**src/rtl/mem_arb_pkg.sv**
```systemverilog
// Shared encodings for the I/D memory port arbiter: FSM states, grant codes
// and the legal memory-latency range.
package mem_arb_pkg;

  typedef enum logic [1:0] {
    IDLE   = 2'd0,
    ACCESS = 2'd1,
    DONE   = 2'd2
  } arb_state_e;

  localparam logic [1:0] GNT_NONE = 2'b00;
  localparam logic [1:0] GNT_I    = 2'b01;
  localparam logic [1:0] GNT_D    = 2'b10;

  localparam int unsigned MEM_LAT_MIN = 1;
  localparam int unsigned MEM_LAT_MAX = 15;

endpackage

```
**src/rtl/arb_rr2.sv**
```systemverilog
// Two-way round-robin pick between the instruction and data requesters.
// Purely combinational; on a collision the side that did not win last time wins.
module arb_rr2
  import mem_arb_pkg::*;
(
  input  logic       i_req,
  input  logic       d_req,
  input  logic [1:0] last_grant,
  output logic [1:0] pick
);

  always_comb begin
    pick = GNT_NONE;
    if (i_req && d_req) begin
      pick = (last_grant == GNT_I) ? GNT_D : GNT_I;
    end else if (i_req) begin
      pick = GNT_I;
    end else if (d_req) begin
      pick = GNT_D;
    end
  end

endmodule

```
**src/rtl/mem_port_arbiter.sv**
```systemverilog
// Serialises instruction-fetch and load/store accesses onto one synchronous
// single-port memory, inserting read wait states and returning a one-cycle ack.
module mem_port_arbiter
  import mem_arb_pkg::*;
#(
  parameter int unsigned AW      = 32,
  parameter int unsigned DW      = 32,
  parameter int unsigned MEM_LAT = 1,
  parameter int unsigned CNT_W   = 4
) (
  input  logic          clk,
  input  logic          rst_n,
  input  logic          i_req,
  input  logic [AW-1:0] i_addr,
  output logic          i_ack,
  output logic [DW-1:0] i_rdata,
  input  logic          d_req,
  input  logic          d_we,
  input  logic [AW-1:0] d_addr,
  input  logic [DW-1:0] d_wdata,
  output logic          d_ack,
  output logic [DW-1:0] d_rdata,
  output logic          mem_en,
  output logic          mem_we,
  output logic [AW-1:0] mem_addr,
  output logic [DW-1:0] mem_wdata,
  input  logic [DW-1:0] mem_rdata,
  output logic [1:0]    grant,
  output logic          busy
);

  if ((MEM_LAT < MEM_LAT_MIN) || (MEM_LAT > MEM_LAT_MAX) || (MEM_LAT >= (1 << CNT_W)))
  begin : g_bad_lat
    $error("mem_port_arbiter: MEM_LAT out of range or does not fit in CNT_W");
  end

  arb_state_e       state_q;
  logic [1:0]       last_grant_q;
  logic [CNT_W-1:0] cnt_q;
  logic [1:0]       pick;

  arb_rr2 u_rr (
    .i_req      (i_req),
    .d_req      (d_req),
    .last_grant (last_grant_q),
    .pick       (pick)
  );

  // rst_n is active-high in this codebase despite its name.
  always_ff @(posedge clk or posedge rst_n) begin
    if (rst_n) begin
      state_q      <= IDLE;
      last_grant_q <= GNT_D;
      cnt_q        <= '0;
      grant        <= GNT_NONE;
      busy         <= 1'b0;
      mem_en       <= 1'b0;
      mem_we       <= 1'b0;
      mem_addr     <= '0;
      mem_wdata    <= '0;
      i_ack        <= 1'b0;
      d_ack        <= 1'b0;
      i_rdata      <= '0;
      d_rdata      <= '0;
    end else begin
      case (state_q)
        IDLE: begin
          if (pick != GNT_NONE) begin
            grant        <= pick;
            last_grant_q <= pick;
            busy         <= 1'b1;
            mem_en       <= 1'b1;
            cnt_q        <= CNT_W'(MEM_LAT);
            state_q      <= ACCESS;
            if (pick == GNT_I) begin
              mem_addr <= i_addr;
              mem_we   <= 1'b0;
            end else begin
              mem_addr  <= d_addr;
              mem_we    <= d_we;
              mem_wdata <= d_wdata;
            end
          end
        end
        ACCESS: begin
          if (mem_we) begin
            // Writes complete after a single memory cycle; no data to capture.
            mem_en  <= 1'b0;
            mem_we  <= 1'b0;
            i_ack   <= grant[0];
            d_ack   <= grant[1];
            state_q <= DONE;
          end else if (cnt_q != '0) begin
            cnt_q <= cnt_q - 1'b1;
          end else begin
            mem_en <= 1'b0;
            if (grant[0]) begin
              i_rdata <= mem_rdata;
              i_ack   <= 1'b1;
            end else begin
              d_rdata <= mem_rdata;
              d_ack   <= 1'b1;
            end
            state_q <= DONE;
          end
        end
        DONE: begin
          i_ack   <= 1'b0;
          d_ack   <= 1'b0;
          grant   <= GNT_NONE;
          busy    <= 1'b0;
          state_q <= IDLE;
        end
        default: begin
          state_q   <= IDLE;
          cnt_q     <= '0;
          grant     <= GNT_NONE;
          busy      <= 1'b0;
          mem_en    <= 1'b0;
          mem_we    <= 1'b0;
          mem_addr  <= '0;
          mem_wdata <= '0;
          i_ack     <= 1'b0;
          d_ack     <= 1'b0;
          i_rdata   <= '0;
          d_rdata   <= '0;
        end
      endcase
    end
  end

endmodule
```
**config.mk**
```make
export PLATFORM = sky130hd
export DESIGN_NAME = mem_port_arbiter
export DESIGN_NICKNAME = d
export VERILOG_FILES = /design/src/rtl/mem_arb_pkg.sv /design/src/rtl/arb_rr2.sv /design/src/rtl/mem_port_arbiter.sv
export SDC_FILE = /design/constraint.sdc
export NUM_CORES = 1
export LEC_CHECK = 0
export ABC_AREA = 1
export BUFFER_PORTS_ARGS = -buffer_cell sky130_fd_sc_hd__clkbuf_2
export CAP_MARGIN = 20
export CORE_MARGIN = 3
export CORE_UTILIZATION = 45
export DETAILED_ROUTE_END_ITERATION = 7
export PLACE_DENSITY = 0.74
export SYNTH_ARGS = -nofsm -noshare
export SYNTH_HDL_FRONTEND = slang
export SYNTH_SLANG_ARGS = --single-unit
```
**constraint.sdc**
```tcl
create_clock -name clk -period 6.43 [get_ports clk]
set_input_delay 1.286 -clock clk [delete_from_list [all_inputs] [get_ports clk]]
set_output_delay 1.286 -clock clk [all_outputs]
set_load 0.03 [all_outputs]
```
==> results.py <==
metrics = {
    "synthesis": {
        "syn_avg_cell_area_um2": 7.83,
        "synth.area.top_cells": "dfrtp_1, nand2_1, nand4_1, nand3_1, inv_1",
        "synth_top_cell_area_share_pct": 53.5,
        "yosysUniqueCellTypes": 22,
        "syn-num-nets": 986,
        "ys_ff_latch": 143,
        "ys_seq_area_share_pct": 53.9,
        "netlist_area_um2": 6640,
        "yosysWarnings": 0,
        "yosysTopAreaCell": "dfrtp_1",
        "synth_cells": 848,
    },
    "sta": {
        "hold_viol_final": 0,
        "fin_tns_setup_ns": 0,
        "setup-violations-final": 0,
        "holdWs_ns": 0.469,
        "finalCritPeriodShare_pct": 47.6,
        "fin_ws_ns": 3.37,
        "worstMarginPinSlew_ns": 0.985,
        "max_freq_ghz": 0.327,
        "report.final.slew_viol_count": 0,
        "min_period_ns": 3.06,
        "finClkSkew_ns": 0.0114,
        "rsz0062_at_grt": "no",
        "relSlewSlack_pct": 34.2,
    },
    "setup_path": {
        "arrival_ns": 3.36,
        "crit_path_end_kind": "register",
        "rr_worst_depth": 10,
        "r2r_setup_slack_ns": 3.45,
        "crit_path_max_fanout": 34,
        "critPathRequiredTime_ns": 6.73,
        "critPathSlowestCell": "nand2_2",
        "crit_chain": "clkbuf_2 > inv_1 > nand2_2 > nand2_2 > nand2_1 > nand2_2 > nand2_1 > nand2_1",
        "critPathKind": "in2reg",
        "slowest_delay_ns": 0.52,
        "startpoint_type": "input port",
    },
    "power_and_ir_drop": {
        "p_switching_uw": 2500,
        "pwr-share-comb_pct": 50.0,
        "leakagePower_uw": 0.00539,
        "switching_share_pct": 49.4,
        "p_clk_share_pct": 20.3,
        "p_int_uw": 2560,
        "p_per_area_nw_per_um2": 589,
        "pwr-share-seq_pct": 29.7,
        "ir_drop_mv": 0.319,
        "power.total_uw": 5060,
    },
    "cells_and_area": {
        "layout-drive-gt1-share_pct": 29.1,
        "area_growth_pct": 29.5,
        "n_antenna_cell": 0,
        "layout.nets": 1229,
        "stdcell_area_um2": 8600,
        "nFillCells": 1285,
    },
    "grt": {
        "grt_max_degree": 98,
        "grt_usage_pct": 23.5,
        "antenna_found_initial": 0,
        "grt_pass1_wl_um": 30600,
        "grt_use_met1_pct": 30.3,
        "grt-busiest-layer": "met2",
        "use_met3_pct": 5.77,
        "gr-total-overflow": 0,
        "grt_pass1_vias": 6099,
        "grt_util_met2_pct": 38.2,
    },
    "drt": {
        "antenna_left": 0,
        "num_vias": 6385,
        "firstDrtPassIters": 5,
        "remaining_drc_errors": 0,
        "postRouteWirelength_um": 19000,
        "vias_per_cell": 4.97,
        "dr.first_iter.drc_count": 423,
        "avgRoutedWirePerCell_um": 14.8,
    },
    "placed_design": {
        "gp_congestion": 0.922,
        "dpl_worst_slack_ns": 2.96,
        "post_dp_cell_area_um2": 7980,
        "dp_hpwl_um": 13500,
        "portBuffers": 267,
    },
    "clocking": {
        "numCtsBuffers": 17,
        "holdBufCountCts": 0,
        "clock_sinks": 143,
        "max-clock-path-buffers": 2,
        "clk_pin_slew_ns": 0.06,
        "postCtsSetupBuffers": 0,
        "postCtsResizedCells": 0,
        "cts_tree": "yes",
        "clk_latency_ns": 0.43,
        "cts_root_buf": "clkbuf_16",
        "htreeDepth": 4,
    },
    "floorplanning": {
        "die_h_um": 127,
        "die-area_um2": 16200,
        "io_pins": 268,
        "die_w_um": 127,
        "start_util_pct": 46.9,
        "rows": 43,
        "core_area_um2": 14100,
    },
    "worst_hold_path": {
        "hold_class": "reg2reg",
        "holdPathStages": 2,
    },
    "status": {
        "status": "finished, final reports clean",
    },
    "flow_run": {
        "cap_violations": 0,
    },
}
[metrics by stage]
stage	instances	utilization, %
final	1284	60.7
after global routing	1284	60.7
after CTS	1284	60.7
after detailed placement	1252	56.4
after global placement	1252	56.4
after floorplan	848	-
[area by class of cell]
class | count | area (um2) | share of cell area (%)
clock buffers | 21 | 450 | 5.24
clock inverters | 11 | 164 | 1.91
inverters | 53 | 204 | 2.37
multi-input cells | 601 | 2580 | 30.0
flip-flops and latches | 143 | 3580 | 41.6
well taps | 180 | 225 | 2.62
repair buffers | 275 | 1400 | 16.2
[state kept, by name (all words and copies together), names as in the netlist, 2 cells and up]
register and cells:
state_q 2, cnt_q 4, d_rdata 32, mem_addr 32
mem_wdata 32, last_grant_q 2, i_rdata 32, grant 2
[power groups by stage]
stage | clock, uW | combinational [uW] | sequential [uW]
5_1_grt | 1070 | 2780 | 1550
3_5_place_dp | 0 | 2560 | 1500
2_1_floorplan | 0 | 1180 | 2190
6_report | 1030 | 2530 | 1500
4_1_cts | 1040 | 2550 | 1500
3_3_place_gp | 0 | 2510 | 1510
[critical path, delay by kind of cell]
family	cells	cell delay, ns
and+or+nand+nor	6	1.90
buffers and inverters	2	0.15
[cells in the mapped netlist (all sizes together)]
cell / count
a21oi: 2
buf: 44
clkbuf: 7
dfrtp: 142
dfstp: 1
ha: 5
inv: 53
nand2: 461
nand3: 44
nand3b: 1
nand4: 66
nor2: 13
o21ai: 8
xnor2: 1
[per-layer routing]
metal  wire length [um]  vias up  share of wire [%]
li1                   -     3147                  -
met5                  0        -                  0
met1               7880     2935                 41
met2               9070      273                 48
met4                452        0                2.4
met3               1600       30                8.4
[cell usage in the layout, fill, tap and decap left out]
master	Yosys	final
clkinv_2	0	4
inv_2	2	3
bufinv_16	0	4
clkbuf_1	7	3
ha_1	5	5
nand2_2	9	10
dfrtp_1	142	142
clkinv_4	0	1
clkbuf_2	0	267
clkinvlp_4	0	2
xnor2_1	1	1
clkbuf_8	0	1
buf_4	4	8
nor2_2	1	1
nor2_4	1	1
inv_1	51	49
nand3_1	44	44
o21ai_0	8	8
inv_6	0	1
nand2_1	452	451
clkbuf_16	0	17
nand3b_1	1	1
nand4_1	66	66
dfstp_2	1	1
a21oi_1	2	2
nor2_1	11	11
[logic make-up after synthesis]
family	synth area share, %
buffers and inverters	7.33
adder cells (fa/ha/maj)	0.942
AO/OA/AOI/OAI	0.754
flip-flops	53.9
AND/OR/NAND/NOR	36.9
XOR/XNOR	0.132
[path summary, 6_finish.rpt]
| check | startpoint | end |
|---|---|---|
| setup / recovery | d_req | mem_wdata[13] |
| hold / removal | i_rdata[26] | i_rdata[26] |
| setup reg to reg | state_q[1] | d_rdata[1] |
| hold reg to reg | i_rdata[26] | i_rdata[26] |
| max in group asynchronous | rst_n | mem_en |
| min in group asynchronous | rst_n | mem_wdata[12] |
(Power assumes the default switching activity.)
